===== src/rtl/pipe_mem_stage.sv =====
// Memory-access stage with MEM/WB register.
// Runs loads/stores over a req/ack bus and stalls upstream while busy.
module pipe_mem_stage #(
  parameter int TIMEOUT = 16
) (
  input  logic        clk,
  input  logic        clrn,
  input  logic        M_RegWrite,
  input  logic        M_M2Reg,
  input  logic        M_MemWrite,
  input  logic [31:0] M_result,
  input  logic [31:0] M_b,
  input  logic [4:0]  M_TargetReg,
  output logic        stall,
  output logic        mem_req,
  output logic        mem_we,
  output logic [31:0] mem_addr,
  output logic [31:0] mem_wdata,
  input  logic        mem_ack,
  input  logic [31:0] mem_rdata,
  output logic        WB_RegWrite,
  output logic        WB_M2Reg,
  output logic [31:0] WB_result,
  output logic [31:0] WB_mem_data,
  output logic [4:0]  WB_TargetReg,
  output logic        misalign,
  output logic        bus_err
);

  typedef enum logic {IDLE, BUS} state_t;

  state_t     state;
  state_t     state_nx;
  logic [7:0] cnt;
  logic       access;
  logic       aligned;
  logic       is_load;
  logic       start;
  logic       tmo;

  assign access  = M_M2Reg | M_MemWrite;
  assign aligned = (M_result[1:0] == 2'b00);
  // A store with M2Reg also set is still a store.
  assign is_load = M_M2Reg & ~M_MemWrite;
  assign start   = (state == IDLE) & access & aligned;
  assign tmo     = (state == BUS) & ~mem_ack
                 & (cnt == 8'(TIMEOUT - 1));

  always_ff @(posedge clk) begin
    if (!clrn) state <= IDLE;
    else       state <= state_nx;
  end

  always_comb begin
    state_nx = state;
    unique case (state)
      IDLE: if (start) state_nx = BUS;
      BUS:  if (mem_ack | tmo) state_nx = IDLE;
    endcase
  end

  always_comb begin
    stall = start | ((state == BUS) & ~mem_ack & ~tmo);
  end

  always_ff @(posedge clk) begin
    if (!clrn) begin
      cnt          <= '0;
      mem_req      <= 1'b0;
      mem_we       <= 1'b0;
      mem_addr     <= '0;
      mem_wdata    <= '0;
      WB_RegWrite  <= 1'b0;
      WB_M2Reg     <= 1'b0;
      WB_result    <= '0;
      WB_mem_data  <= '0;
      WB_TargetReg <= '0;
      misalign     <= 1'b0;
      bus_err      <= 1'b0;
    end else begin
      misalign <= 1'b0;
      bus_err  <= 1'b0;
      unique case (state)
        IDLE: begin
          if (start) begin
            mem_req     <= 1'b1;
            mem_we      <= M_MemWrite;
            mem_addr    <= M_result;
            mem_wdata   <= M_b;
            cnt         <= '0;
            WB_RegWrite <= 1'b0;
            WB_M2Reg    <= 1'b0;
          end else begin
            WB_RegWrite  <= M_RegWrite & ~access;
            WB_M2Reg     <= is_load;
            WB_result    <= M_result;
            WB_TargetReg <= M_TargetReg;
            WB_mem_data  <= '0;
            misalign     <= access;
          end
        end
        BUS: begin
          if (mem_ack) begin
            mem_req      <= 1'b0;
            WB_RegWrite  <= M_RegWrite;
            WB_M2Reg     <= is_load;
            WB_result    <= M_result;
            WB_TargetReg <= M_TargetReg;
            WB_mem_data  <= is_load ? mem_rdata : 32'h0;
          end else if (tmo) begin
            mem_req      <= 1'b0;
            bus_err      <= 1'b1;
            WB_RegWrite  <= 1'b0;
            WB_M2Reg     <= is_load;
            WB_result    <= M_result;
            WB_TargetReg <= M_TargetReg;
            WB_mem_data  <= '0;
          end else begin
            cnt         <= cnt + 8'd1;
            WB_RegWrite <= 1'b0;
            WB_M2Reg    <= 1'b0;
          end
        end
      endcase
    end
  end

endmodule


===== config.mk =====
export PLATFORM = sky130hd
export DESIGN_NAME = pipe_mem_stage
export DESIGN_NICKNAME = d
export VERILOG_FILES = /design/src/rtl/pipe_mem_stage.sv
export SDC_FILE = /design/constraint.sdc
export NUM_CORES = 1
export LEC_CHECK = 0
export ABC_AREA = 1
export CAP_MARGIN = 20
export CORE_AREA = 2 2 119 121
export DETAILED_ROUTE_END_ITERATION = 10
export DIE_AREA = 0 0 121 123
export PLACE_DENSITY = 0.77
export SYNTH_ARGS = -nofsm -noshare
export SYNTH_HDL_FRONTEND = slang
export SYNTH_SLANG_ARGS = --single-unit

===== constraint.sdc =====
create_clock -name clk -period 3.4 [get_ports clk]
set_input_delay 0.68 -clock clk [delete_from_list [all_inputs] [get_ports clk]]
set_output_delay 0.68 -clock clk [all_outputs]
set_load 0.02 [all_outputs]

Word level (Yosys, flattened, before mapping)
Index checks and enable logic that the tools add are counted.
{"block": "totals", "register_bits": 148, "latch_bits": 0, "ram_bits": 0, "mem_bits_ro": 0, "output_inout_bits": 140, "wordCells": 75, "mem_count": 0}
{"block": "op_classes", "addsub": 1, "mul": 0, "n_div": 0, "magnitude_cmp": 0, "eq_ne": 6, "shift": 0, "muxes": 32, "n_bitwise": 16, "n_reduce_logical": 7}
{"op": "$mux 32", "n": 7}
{"op": "$pmux 32 s2", "n": 2}
{"op": "$mux 8", "n": 3}
{"op": "$pmux 8 s2", "n": 1}
{"op": "$mux 5", "n": 3}
{"op": "$mux 1", "n": 11}
{"op": "$pmux 5 s2", "n": 1}
{"op": "$add 8x1->8 const B", "n": 1}
{"op": "$eq 8x4->1 const B", "n": 1}
{"op": "$ne 2x2->1 const B", "n": 4}
{"op": "$pmux 1 s2", "n": 4}
{"op": "$and 1x1->1", "n": 7}
{"op": "$not 1->1", "n": 6}
{"op": "$reduce_and 2->1", "n": 3}
{"op": "$reduce_or 3->1", "n": 2}
{"op": "$ne 3x2->1 const B", "n": 1}
{"op": "$or 1x1->1", "n": 3}
{"op": "$reduce_and 3->1", "n": 1}
{"op": "$logic_not 2->1", "n": 1}

Depth between registers and ports, before layout
Gate-level depths: netlist of the first run.
{"block": "logic_depth", "word_depth": 6, "ltp_mapped": 9, "mapped_depth_nobuf": 8}

Worst setup path after synthesis of the first run
Ideal clock, no wire load.
{"block": "synth_path", "path_type": "input to output", "from": "input M_MemWrite", "to": "output stall", "arrival_ns": 1.350, "t_required_ns": 2.720, "slack_ns": 1.370, "stages": 5, "cell_sequence": "or2_1 > nand3_2 > nand2_2 > buf_6 > buf_6"}
{"block": "synth_via", "elab_chain_len": 4}
{"element": "start: declaration", "line": "10", "text": "input logic M_MemWrite,"}
{"element": "$or 1x1->1", "line": "41", "text": "assign access = M_M2Reg | M_MemWrite;"}
{"element": "$and 1x1->1 (2 in a row)", "line": "45", "text": "assign start = (state == IDLE) & access & aligned;"}
{"element": "$or 1x1->1", "line": "63", "text": "stall = start | ((state == BUS) & ~mem_ack & ~tmo);"}
{"element": "end: declaration", "line": "14", "text": "output logic stall,"}
No other way between the ends.

Worst setup path after layout of the first run
{"block": "layout_path", "from": "input M_M2Reg", "to": "output stall"}
{"block": "layout_via", "elab_chain_len": 4}
{"element": "start: declaration", "line": "9", "text": "input logic M_M2Reg,"}
{"element": "$or 1x1->1", "line": "41"}
{"element": "$and 1x1->1 (2 in a row)", "line": "45"}
{"element": "$or 1x1->1", "line": "63"}
No other way between the ends.

==> report_table.html, run 1 <==
<table>
<tr><th>Metric</th><th>Value</th></tr>
<tr><th colspan="2">Clocking</th></tr>
<tr><td>Root buffer cell</td><td>clkbuf_16</td></tr>
<tr><td>Clk Latency, worst-skew pair</td><td>0.43 ns</td></tr>
<tr><td>Gates resized, CTS repair</td><td>0</td></tr>
<tr><td>Max Root-Sink Buffers</td><td>2</td></tr>
<tr><td>TritonCTS clock tree</td><td>yes</td></tr>
<tr><td>Number of clock buffers inserted by TritonCTS</td><td>17</td></tr>
<tr><td>Maximum level of the CTS H-tree</td><td>4</td></tr>
<tr><td>Count of hold-fix buffers inserted at cts</td><td>0</td></tr>
<tr><td>Number of sinks on the clock net</td><td>148</td></tr>
<tr><td>Number of post-CTS setup repair buffers</td><td>0</td></tr>
<tr><td>Clock-pin slew reported for the worst setup and hold paths after clock tree synthesis</td><td>0.06 ns</td></tr>
<tr><th colspan="2">Yosys</th></tr>
<tr><td>Cell type with the largest total area after synthesis</td><td>dfxtp_1</td></tr>
<tr><td>Number of nets produced by synthesis</td><td>779</td></tr>
<tr><td>#FFs+latches synth</td><td>148</td></tr>
<tr><td>Register area share after synthesis</td><td>55.74%</td></tr>
<tr><td>Number of library cell types mapped by synthesis</td><td>29</td></tr>
<tr><td>Total standard cell area after synthesis</td><td>5315 um^2</td></tr>
<tr><td>Yosys warning count</td><td>0</td></tr>
<tr><td>Top post-synthesis cells by area</td><td>dfxtp_1 (56%), nand2_1 (15%), a21oi_1 (9.3%), nor2_1 (6.1%), buf_6 (2.5%)</td></tr>
<tr><td>Synth Area per Inst</td><td>7.921 um^2</td></tr>
<tr><td>Synth top area share</td><td>55.74%</td></tr>
<tr><td>Count of mapped cells out of synthesis</td><td>671</td></tr>
<tr><th colspan="2">Worst setup path</th></tr>
<tr><td>Worst reg2reg path depth</td><td>9</td></tr>
<tr><td>Required time of the critical path</td><td>2.72 ns</td></tr>
<tr><td>Setup slack of the worst register-to-register path</td><td>1.35 ns</td></tr>
<tr><td>Worst setup path endpoint</td><td>stall</td></tr>
<tr><td>Cell breakdown of the critical path</td><td>clkdlybuf4s50_1 &gt; or2_1 &gt; nand3_2 &gt; nand2_2 &gt; clkdlybuf4s50_1</td></tr>
<tr><td>Element type at the critical path start</td><td>primary input</td></tr>
<tr><td>Startpoint of the most critical setup path</td><td>M_M2Reg</td></tr>
<tr><td>Category of the critical setup timing path</td><td>primary input to output port</td></tr>
<tr><td>Worst flop-to-flop path endpoint</td><td>WB_mem_data[27]$_SDFFE_PN0P_</td></tr>
<tr><td>Worst Setup End Kind</td><td>output port</td></tr>
<tr><td>R2r startpoint</td><td>cnt[0]$_SDFFE_PN0P_</td></tr>
<tr><td>CP max stage delay</td><td>0.63 ns</td></tr>
<tr><td>Maximum fanout count along the critical path</td><td>3</td></tr>
<tr><td>Arr. time, crit path</td><td>2.21 ns</td></tr>
<tr><td>Most frequent cell on the critical path</td><td>clkdlybuf4s50_1</td></tr>
<tr><td>Crit-path slowest cell</td><td>clkdlybuf4s50_1</td></tr>
<tr><th colspan="2">STA</th></tr>
<tr><td>Slew at the pin closest to its max-slew limit</td><td>0.7772 ns</td></tr>
<tr><td>Total negative setup slack</td><td>0 ns</td></tr>
<tr><td>Final-report max-slew violation count</td><td>0</td></tr>
<tr><td>Setup Viol. Count Final</td><td>0</td></tr>
<tr><td>Part of the cycle the worst path needs</td><td>85.10%</td></tr>
<tr><td>Endpoints failing hold</td><td>0</td></tr>
<tr><td>Slew HR</td><td>48.19%</td></tr>
<tr><td>Upper clock frequency limit</td><td>345.6 MHz</td></tr>
<tr><td>RSZ-0062 raised after global routing</td><td>no</td></tr>
<tr><td>Final setup skew</td><td>0.01412 ns</td></tr>
<tr><td>Shortest clock period the worst path allows after layout</td><td>2.893 ns</td></tr>
<tr><th colspan="2">Place</th></tr>
<tr><td>Weighted congestion reported at the end of routability-driven placement</td><td>0.7976</td></tr>
<tr><td>Placed wire-length estimate after detailed placement</td><td>10.69 mm</td></tr>
<tr><td>Port Buffers</td><td>246</td></tr>
<tr><th colspan="2">Finish</th></tr>
<tr><td>Count of fill cells added during filler insertion</td><td>1,246</td></tr>
<tr><td>Fin util</td><td>61.95%</td></tr>
<tr><td>Net total in the final layout</td><td>1,012</td></tr>
<tr><td>Most frequent cells in the layout</td><td>clkdlybuf4s50_1 (246), nand2_1 (219), dfxtp_1 (148)</td></tr>
<tr><td>Number of antenna cells inserted</td><td>0</td></tr>
<tr><td>Leading cell type in the layout, fill and taps excluded</td><td>clkdlybuf4s50_1</td></tr>
<tr><td>Layout cell share with drive strength beyond 1</td><td>6.216%</td></tr>
<tr><td>Synth-to-layout area growth</td><td>58.66%</td></tr>
<tr><th colspan="2">Pwr</th></tr>
<tr><td>Pwr dens</td><td>514.2 nW/um^2</td></tr>
<tr><td>Pleak</td><td>3.131 nW</td></tr>
<tr><td>Maximum resistive drop on vdd</td><td>342.5 uV</td></tr>
<tr><th colspan="2">Floorplanning</th></tr>
<tr><td>Die width</td><td>121 um</td></tr>
<tr><td>Site row count</td><td>43</td></tr>
<tr><td>Die height</td><td>123 um</td></tr>
<tr><td>Top-Level Pins</td><td>247</td></tr>
<tr><td>Area of the die</td><td>14,880 um^2</td></tr>
<tr><td>Initial core utilization</td><td>39.05%</td></tr>
<tr><td>Core Box Area</td><td>13,610 um^2</td></tr>
<tr><th colspan="2">Detailed routing</th></tr>
<tr><td>Total number of vias</td><td>5,145</td></tr>
<tr><td>Antenna Violating Nets Remaining</td><td>0</td></tr>
<tr><td>Post-detailed-route wirelength per cell</td><td>14.55 um</td></tr>
<tr><td>Final wirelength</td><td>15.96 mm</td></tr>
<tr><td>Number of DRC violations after detailed routing</td><td>0</td></tr>
<tr><td>First-pass DRT Iterations</td><td>4</td></tr>
<tr><td>Violation count after the first detailed-route iteration</td><td>290</td></tr>
<tr><td>Vias per cell</td><td>4.690</td></tr>
<tr><th colspan="2">GRT</th></tr>
<tr><td>Maximum number of pins on one net before global-route repair</td><td>75</td></tr>
<tr><td>First-pass GRT wire length</td><td>24.38 mm</td></tr>
<tr><td>Total grt overflow</td><td>0</td></tr>
<tr><td>Initial antenna violation count</td><td>0</td></tr>
<tr><td>Via count of the first global-routing pass</td><td>4,796</td></tr>
<tr><td>GRT Util Overall</td><td>21.20%</td></tr>
<tr><th colspan="2">Outcome</th></tr>
<tr><td>Outcome</td><td>completed</td></tr>
<tr><th colspan="2">Run</th></tr>
<tr><td>Max-cap viol count</td><td>0</td></tr>
<tr><th colspan="2">Hold path</th></tr>
<tr><td>Worst min-delay path category</td><td>register to register</td></tr>
</table>
area by class of cell:
class,count,area (um^2),share of cell area [%]
clock buffer,19,452.9,5.371
inverter,12,47.55,0.5638
clock inverter,13,157.7,1.869
sequential,148,2963,35.13
multi-input combinational,468,2029,24.07
timing repair buffer,257,2557,30.33
tap,180,225.2,2.671
logic make-up after synthesis:
family | count (synthesis) | share of synthesized area (%)
AO/OA/AOI/OAI | 139 | 13.30
XOR/XNOR | 1 | 0.1648
adder cells (fa/ha/maj) | 1 | 0.2354
buffers and inverters | 55 | 6.120
flip-flops | 148 | 55.74
AND/OR/NAND/NOR | 327 | 24.44
sequential cells by signal (all words and copies together) (netlist names), 5 cells and up:
register      cells
WB_result        32
mem_wdata        32
WB_TargetReg      5
mem_addr         32
cnt               8
WB_mem_data      32
worst min path at each step:
stage | cells past startpoint | to | startpoint
after CTS | 2 | mem_addr[1]$_SDFFE_PN0P_ | mem_addr[1]$_SDFFE_PN0P_
after global placement | 2 | mem_addr[1]$_SDFFE_PN0P_ | mem_addr[1]$_SDFFE_PN0P_
after floorplan | 2 | cnt[1]$_SDFFE_PN0P_ | cnt[1]$_SDFFE_PN0P_
after global routing | 2 | mem_addr[0]$_SDFFE_PN0P_ | mem_addr[0]$_SDFFE_PN0P_
final | 2 | mem_addr[1]$_SDFFE_PN0P_ | mem_addr[1]$_SDFFE_PN0P_
after detailed placement | 2 | mem_addr[1]$_SDFFE_PN0P_ | mem_addr[1]$_SDFFE_PN0P_
per-layer routing:
layer	global-route usage, %	vias to the layer above	wire length [um]
met2	33.71	195	7505
li1	-	2610	-
met5	0	-	0
met1	25.90	2321	6801
met3	8.395	19	1404
met4	8.140	0	252
synthesized netlist by cell type:
cell type and count:
nor3_2 1, nand3_1 11, clkinv_1 1, buf_2 8, a21oi_1 99, ha_1 1
buf_6 12, clkbuf_2 1, inv_4 1, dfxtp_1 148, nand2_2 1, or2_1 1
nor2_1 86, buf_4 4, nand2_1 219, o21ai_1 15, nor2_2 1, nor3_1 1
xor2_1 1, nor2_4 1, nor4_1 1, o21ai_4 1, nand3_2 2, inv_1 7
clkbuf_1 18, o21ai_0 24, nor3b_1 1, nor2_8 1, inv_2 3
critical path: cells and delay by family:
kind                   cells  cell delay (ns)
buffers and inverters      2             1.13
AND/OR/NAND/NOR            3             0.40
report_power, final:
group | total, mW | internal (mW) | switching (mW)
clock | 1.91 | 1.19 | 0.727
sequential | 1.84 | 1.81 | 0.0359
combinational | 0.578 | 0.283 | 0.294
stage by stage:
stage / cell area [um^2] / std cells / setup WS (ns) / hold slack, ns / power (mW)
4_1_cts: 8433 / 1097 / 0.4975 / 0.4378 / 4.372
5_1_grt: 8433 / 1097 / 0.4449 / 0.4561 / 4.504
6_report: 8433 / 1097 / 0.5066 / 0.4295 / 4.336
3_5_place_dp: 7823 / 1065 / 0.5269 / 0.4288 / 2.462
3_3_place_gp: 7823 / 1065 / 0.5564 / 0.4221 / 2.456
2_1_floorplan: 5315 / 671 / 1.370 / 0.4495 / 2.151
No activity file was read; power rests on OpenSTA's default activity.
==> inputs of run 2 (changes only) <==
--- a/config.mk
+++ b/config.mk
@@ -11,6 +11,7 @@
 export DETAILED_ROUTE_END_ITERATION = 10
 export DIE_AREA = 0 0 121 123
 export PLACE_DENSITY = 0.77
+export SKIP_LAST_GASP = 1
 export SYNTH_ARGS = -nofsm -noshare
 export SYNTH_HDL_FRONTEND = slang
 export SYNTH_SLANG_ARGS = --single-unit
==> results of run 2 <==
Final layout, timing and power as in run 1 (identical DEF).
